`src/rtl/wb_cmd_initiator.sv`:
```
// Wishbone classic single-transfer initiator: one valid/ready command becomes one
// Wishbone read or write, and the outcome is returned on a valid/ready response port.
module wb_cmd_initiator #(
    parameter int ADR_W   = 32,
    parameter int TIMEOUT = 255,
    parameter int CNT_W   = $clog2(TIMEOUT + 1)
) (
    input  logic             i_clk,
    input  logic             i_rst,
    input  logic             i_cmd_valid,
    output logic             o_cmd_ready,
    input  logic             i_cmd_we,
    input  logic [ADR_W-1:0] i_cmd_adr,
    input  logic [31:0]      i_cmd_dat,
    input  logic [3:0]       i_cmd_sel,
    output logic             o_rsp_valid,
    input  logic             i_rsp_ready,
    output logic [31:0]      o_rsp_dat,
    output logic             o_rsp_err,
    output logic             o_busy,
    output logic [ADR_W-1:0] o_wb_adr,
    output logic [31:0]      o_wb_dat,
    output logic [3:0]       o_wb_sel,
    output logic             o_wb_we,
    output logic             o_wb_cyc,
    output logic             o_wb_stb,
    input  logic [31:0]      i_wb_rdt,
    input  logic             i_wb_ack
);

    typedef enum logic [1:0] {
        IDLE = 2'd0,
        BUS  = 2'd1,
        RESP = 2'd2
    } state_t;

    state_t             state_q, state_d;
    logic [CNT_W-1:0]   cnt_q, cnt_d;
    logic [ADR_W-1:0]   adr_q, adr_d;
    logic [31:0]        dat_q, dat_d;
    logic [3:0]         sel_q, sel_d;
    logic               we_q, we_d;
    logic               cyc_q, cyc_d;
    logic               stb_q, stb_d;
    logic               rsp_valid_q, rsp_valid_d;
    logic [31:0]        rsp_dat_q, rsp_dat_d;
    logic               rsp_err_q, rsp_err_d;

    // State and output registers with synchronous reset
    always_ff @(posedge i_clk) begin
        if (i_rst) begin
            state_q     <= IDLE;
            cnt_q       <= {CNT_W{1'b0}};
            adr_q       <= {ADR_W{1'b0}};
            dat_q       <= 32'h0000_0000;
            sel_q       <= 4'h0;
            we_q        <= 1'b0;
            cyc_q       <= 1'b0;
            stb_q       <= 1'b0;
            rsp_valid_q <= 1'b0;
            rsp_dat_q   <= 32'h0000_0000;
            rsp_err_q   <= 1'b0;
        end else begin
            state_q     <= state_d;
            cnt_q       <= cnt_d;
            adr_q       <= adr_d;
            dat_q       <= dat_d;
            sel_q       <= sel_d;
            we_q        <= we_d;
            cyc_q       <= cyc_d;
            stb_q       <= stb_d;
            rsp_valid_q <= rsp_valid_d;
            rsp_dat_q   <= rsp_dat_d;
            rsp_err_q   <= rsp_err_d;
        end
    end

    // Next-state logic: everything holds unless a transition below changes it
    always_comb begin
        state_d     = state_q;
        cnt_d       = cnt_q;
        adr_d       = adr_q;
        dat_d       = dat_q;
        sel_d       = sel_q;
        we_d        = we_q;
        cyc_d       = cyc_q;
        stb_d       = stb_q;
        rsp_valid_d = rsp_valid_q;
        rsp_dat_d   = rsp_dat_q;
        rsp_err_d   = rsp_err_q;

        case (state_q)
            IDLE: begin
                if (i_cmd_valid) begin
                    adr_d   = i_cmd_adr;
                    dat_d   = i_cmd_dat;
                    sel_d   = i_cmd_sel;
                    we_d    = i_cmd_we;
                    cyc_d   = 1'b1;
                    stb_d   = 1'b1;
                    cnt_d   = {CNT_W{1'b0}};
                    state_d = BUS;
                end else begin
                    cyc_d = 1'b0;
                    stb_d = 1'b0;
                end
            end
            BUS: begin
                // Ack is checked first so an ack on the last allowed cycle still succeeds
                if (i_wb_ack) begin
                    cyc_d       = 1'b0;
                    stb_d       = 1'b0;
                    rsp_dat_d   = we_q ? 32'h0000_0000 : i_wb_rdt;
                    rsp_err_d   = 1'b0;
                    rsp_valid_d = 1'b1;
                    state_d     = RESP;
                end else if (cnt_q == CNT_W'(TIMEOUT - 1)) begin
                    cyc_d       = 1'b0;
                    stb_d       = 1'b0;
                    rsp_dat_d   = 32'h0000_0000;
                    rsp_err_d   = 1'b1;
                    rsp_valid_d = 1'b1;
                    state_d     = RESP;
                end else begin
                    cnt_d = cnt_q + CNT_W'(1);
                end
            end
            RESP: begin
                if (i_rsp_ready) begin
                    rsp_valid_d = 1'b0;
                    state_d     = IDLE;
                end else begin
                    rsp_valid_d = 1'b1;
                end
            end
            default: begin
                cyc_d       = 1'b0;
                stb_d       = 1'b0;
                rsp_valid_d = 1'b0;
                state_d     = IDLE;
            end
        endcase
    end

    assign o_cmd_ready = (state_q == IDLE);
    assign o_busy      = (state_q != IDLE);
    assign o_wb_adr    = adr_q;
    assign o_wb_dat    = dat_q;
    assign o_wb_sel    = sel_q;
    assign o_wb_we     = we_q;
    assign o_wb_cyc    = cyc_q;
    assign o_wb_stb    = stb_q;
    assign o_rsp_valid = rsp_valid_q;
    assign o_rsp_dat   = rsp_dat_q;
    assign o_rsp_err   = rsp_err_q;

endmodule

```
`config.mk`:
```
export PLATFORM = sky130hd
export DESIGN_NAME = wb_cmd_initiator
export DESIGN_NICKNAME = d
export VERILOG_FILES = /design/src/rtl/wb_cmd_initiator.sv
export SDC_FILE = /design/constraint.sdc
export NUM_CORES = 1
export LEC_CHECK = 0
export CORE_ASPECT_RATIO = 1.2
export CORE_MARGIN = 1.5
export CORE_UTILIZATION = 40
export DETAILED_ROUTE_END_ITERATION = 16
export DONT_BUFFER_PORTS = 1
export PLACE_DENSITY = 0.51
export SETUP_SLACK_MARGIN = 0.2
export SYNTH_ARGS = -nofsm -noshare
export SYNTH_HDL_FRONTEND = slang
export SYNTH_SLANG_ARGS = --single-unit
```
`constraint.sdc`:
```
create_clock -name i_clk -period 4.1 [get_ports i_clk]
set_clock_uncertainty 0.1 [all_clocks]
set_input_delay 0.205 -clock i_clk [delete_from_list [all_inputs] [get_ports i_clk]]
set_output_delay 0.205 -clock i_clk [all_outputs]
set_load 0.02 [all_outputs]
```
Yosys cells after proc, flatten, opt, wreduce, memory -nomap -nowiden
Cells that the tools add are included.
{"block": "classes", "add_sub_neg": 1, "eq_ne": 8, "n_mux": 21, "n_bitwise": 2, "n_reduce_logical": 10}
{"op": "$mux W32", "count": 3}
{"op": "$mux W8", "count": 3}
{"op": "$pmux W8 S2", "count": 1}
{"op": "$add A8 B1 Y8 const B", "count": 1}
{"op": "$eq A8 B8 Y1 const B", "count": 1}
{"op": "$mux W2", "count": 4}
{"op": "$ne A2 B2 Y1 const B", "count": 4}
{"op": "$reduce_and A2 Y1", "count": 4}
{"op": "$mux W1", "count": 7}
{"op": "$pmux W1 S3", "count": 2}
{"op": "$pmux W2 S3", "count": 1}
{"op": "$reduce_bool A2 Y1", "count": 3}
{"op": "$reduce_and A4 Y1", "count": 1}
{"op": "$ne A3 B3 Y1 const B", "count": 1}
{"op": "$reduce_and A3 Y1", "count": 1}
{"op": "$eq A2 B1 Y1 const B", "count": 1}
{"op": "$eq A2 B2 Y1 const B", "count": 1}
{"op": "$logic_not A2 Y1", "count": 1}
{"op": "$not A1 Y1", "count": 2}
{"block": "word_totals", "reg_bits": 114, "in_bits": 106, "output_inout_bits": 107, "wordCells": 52}

Depth between registers and ports, before layout
{"block": "depth", "ltp_word": 4, "mapped_depth": 8, "depth_no_buf": 6}

Worst setup path before layout
Ideal clock, no wire load.
{"block": "synth_timing", "path_kind": "reg2reg", "startpoint": "register state_q[0]", "endpoint": "register cnt_q[7]", "setup_ps": 126, "arrival_time_ps": 1856, "t_required_ps": 3874, "path_slack_ps": 2018, "stages_incl_launch_ff": 7, "n_path_buf": 0, "period_less_slack_ps": 2082, "path_cell_list": "dfxtp_1 inv_1 ha_1 mux2i_1 or4b_2 o211ai_1 o21ai_0"}
{"block": "synth_between", "elab_chain_len": 3, "elab_cells_between_ends": 8}
{"element": "start, declared", "line_no": "37", "source": "state_t state_q, state_d;"}
{"element": "start signal, assigned", "line_no": "64", "source": "state_q <= state_d;"}
{"element": "$logic_not A2 Y1 (*)"}
{"element": "named net o_cmd_ready", "line_no": "11", "source": "output logic o_cmd_ready,"}
{"element": "$ne A2 B2 Y1 (no source line) or $reduce_bool A2 Y1 (tied branches)"}
{"element": "$reduce_and A4 Y1 (no source line)"}
{"element": "end signal, assigned", "line_no": "53", "source": "cnt_q <= {CNT_W{1'b0}};"}
{"element": "end signal, assigned", "line_no": "65", "source": "cnt_q <= cnt_d;"}
{"element": "end, declared", "line_no": "38", "source": "logic [CNT_W-1:0] cnt_q, cnt_d;"}
The timed path passes the listed nets; every way through them passes the cells marked *.
A chain may end at the register's enable or synchronous reset.

Final worst setup path
{"block": "layout_timing", "startpoint": "register state_q[0]", "endpoint": "register dat_q[7] (netlist: o_wb_dat[7])"}
{"block": "layout_between", "elab_chain_len": 2}
{"element": "$logic_not A2 Y1"}
{"element": "named net o_cmd_ready", "line_no": "11"}
{"element": "$reduce_and A2 Y1 (no source line)"}
{"element": "end signal, assigned", "line_no": "67", "source": "dat_q <= dat_d;"}
{"element": "end, declared", "line_no": "40", "source": "logic [31:0] dat_q, dat_d;"}
The timed path passes the listed nets, and every way through them passes these cells.

==> impl_metrics.json <==
{
  "nNetsFinal": 702,
  "min_period_ps": 2940,
  "ys_warn_count": 0,
  "areaGrowthSynthToFinish_pct": 41.4,
  "fill_cells": 920,
  "ys_seq_area_share_pct": 53.7,
  "ys_types": 40,
  "synth_top_area_share_pct": 53.7,
  "seq_power_share_pct": 40.3,
  "die_area_sq_mm": 0.0113,
  "start_util_pct": 40.8,
  "place_hpwl_um": 6980,
  "synth_compound_area_share_pct": 17.9,
  "n_antenna_cell": 0,
  "clkPwrFrac_pct": 47.2,
  "stdcell_count": 733,
  "grt.total_usage_pct": 20.1,
  "ant_nets": 0,
  "cap_violations": 0,
  "wire_per_inst_um": 15.9,
  "switchingPower_mw": 0.988,
  "async_flop_share_pct": 0,
  "fin_setup_tns_ps": 0,
  "crit_arrival_ps": 3190,
  "first_iter_violations": 146,
  "drv_slew": 0,
  "clock-sinks": 114,
  "grt_antenna_before_repair": 0,
  "setup_violations": 0,
  "synth_cells": 502,
  "clkTransAtPathRegs_ps": 50,
  "power_density_mw_per_mm2": 578,
  "cts-resized-gates": 0,
  "cts_made_buffers": 17,
  "fmax_mhz": 340,
  "ys_top_cells_by_count": "147 x nand2_1, 114 x dfxtp_1, 74 x a21oi_1, 28 x clkbuf_1, 20 x o21ai_0",
  "crit_type": "register to register",
  "drc": 0,
  "critPathLaunchType": "register",
  "intPower_mw": 2.49,
  "wirelength_um": 11700,
  "fp.dieH_um": 116,
  "num_vias": 3811,
  "chipWidth_um": 97.1,
  "gr-total-overflow": 0,
  "p_leak_nw": 2.27,
  "ys_ff_latch": 114,
  "cts_buffer_depth": 2,
  "dp_worst_setup_slack_ps": 1660,
  "swShare_pct": 28.4,
  "ctsRootBufferMaster": "clkbuf_16",
  "ir_drop_v": 0.000259,
  "boundaryPins": 213,
  "synth-edff-count": 0,
  "insertion_delay_ps": 410,
  "yosysMostFrequentCell": "nand2_1",
  "gp_congestion": 0.733,
  "cts_tree": "built",
  "htreeDepth": 4,
  "grt_pass1_wl_um": 18000,
  "synth.area.top_cells": "dfxtp_1 54%, nand2_1 13%, a21oi_1 8.7%, a22o_1 3.7%, nand2b_1 2.6%",
  "placed_cells": 597,
  "whs_ps": 29.3,
  "synthAdderAreaFrac_pct": 1.47,
  "synth.avg_cell_area_sq_um": 8.47,
  "yosys.area_share.simple_pct": 22.3,
  "grt_pass1_vias": 3686,
  "synth_top_family_by_area": "simple AND/OR/NAND/NOR gates",
  "critPathMaxFanout": 36,
  "grt_max_degree": 96,
  "required_ps": 4350,
  "drive_gt1_share_pct": 6.95,
  "rsz0062_at_grt": "false",
  "synth_area_leader_cell": "dfxtp_1",
  "slew_headroom_pct": 22.4,
  "rows": 41,
  "io_buffers": 0,
  "first_pass_iters": 4,
  "hold_class": "primary input to register",
  "p_comb_share_pct": 12.5,
  "postCtsSetupRepairBufs": 0,
  "crit_path_end_kind": "register",
  "synth_top_flop_cell": "dfxtp_1",
  "yosys.area_share.xor_xnor_pct": 0,
  "synth_nets": 613,
  "synth_mux_area_share_pct": 0.707,
  "worst_slack_ps": 1160,
  "worst_slew_pin_slew_ps": 1160,
  "timing.final.crit_share_pct": 71.7,
  "routed_via_density": 5.20,
  "postCtsHoldBufs": 104,
  "netlist_area_sq_mm": 0.00425,
  "hold_viol": 0,
  "core-area_sq_mm": 0.0104,
  "outcome": "finished, final reports clean"
}
==> area by class of cell <==
cell class | count | area [sq um] | share of cell area, %
sequential | 114 | 2280 | 38.0
multi-input combinational | 346 | 1800 | 30.0
timing repair buffer | 107 | 1080 | 18.0
clock buffer | 18 | 439 | 7.30
clock inverter | 14 | 226 | 3.77
tap | 129 | 161 | 2.68
inverter | 5 | 18.8 | 0.312
==> registers in the layout, indices dropped and copies added, names as in the netlist, 2 cells and up <==
name and flops:
cnt_q 8, o_wb_adr 32, state_q 2, o_wb_sel 4, o_rsp_dat 32, o_wb_dat 32
==> cell families after synthesis <==
family	Yosys count
and+or+nand+nor	210
muxes	3
DFF	114
buffers and inverters	42
adders and majority gates	5
AOI/OAI and AO/OA	128
==> critical path: stages, from the launching register on <==
cell and delay [ps]:
dfxtp_1 320, inv_1 90, ha_1 430, and2_2 690, buf_4 440, nand2_1 100, a21oi_1 130, dlygate4sd3_1 550
==> placed cells by master (no fill, tap or decap), types with 2 or more instances in the layout <==
master,n
clkinvlp_4,2
nor2b_1,5
nand2b_1,18
a21o_1,2
buf_4,3
a31oi_1,2
dlygate4sd3_1,103
nand3_1,4
nor3_1,2
ha_1,5
o41ai_1,2
inv_6,3
o21ai_0,20
bufinv_16,5
a21oi_1,74
nand2_1,146
and3_1,2
a22o_1,18
clkinv_4,4
dfxtp_1,114
nor2_1,5
o211ai_1,2
nand4b_1,2
nand4_1,14
clkbuf_16,17
mux2i_1,3
or4_1,2
inv_1,5
o311ai_0,2
==> path summary, 6_finish.rpt <==
| check | from | endpoint | slack, ps | cells after the start |
|---|---|---|---|---|
| hold reg to reg | cnt_q[4]$_SDFFE_PP0P_ | cnt_q[4]$_SDFFE_PP0P_ | 380 | 2 |
| hold / removal | i_rsp_ready | o_rsp_valid$_SDFFE_PP0P_ | 30 | 3 |
| setup / recovery | state_q[0]$_SDFFE_PP0P_ | o_wb_dat[7]$_SDFFE_PP0P_ | 1160 | 7 |
| setup reg to reg | state_q[0]$_SDFFE_PP0P_ | o_wb_dat[7]$_SDFFE_PP0P_ | 1160 | 7 |
==> metal layers <==
layer | routed length (um) | global-route usage (%) | part of all wire, % | vias to the layer above
met5 | 0 | 0 | 0 | -
met4 | 176 | 7.83 | 1.5 | 0
met3 | 1070 | 9.29 | 9.1 | 14
met2 | 5780 | 34.3 | 50 | 176
met1 | 4650 | 22.0 | 40 | 1731
li1 | - | - | - | 1890
==> metrics by stage <==
stage          area (sq um)  total power [mW]  util, %
6_report               6010              3.48     57.7
5_1_grt                6010              3.64     57.7
4_1_cts                6010              3.51     57.7
3_5_place_dp           4290              1.76     41.2
3_3_place_gp           4290              1.75     41.2
2_1_floorplan          4250              1.69        -
==> power groups by stage <==
stage	Clock, mW	Combinational, mW	Sequential, mW
3_5_place_dp	0	0.339	1.42
3_3_place_gp	0	0.329	1.42
4_1_cts	1.67	0.437	1.40
6_report	1.64	0.434	1.40
5_1_grt	1.73	0.491	1.41
2_1_floorplan	0	0.293	1.40
(Power assumes the default switching activity.)
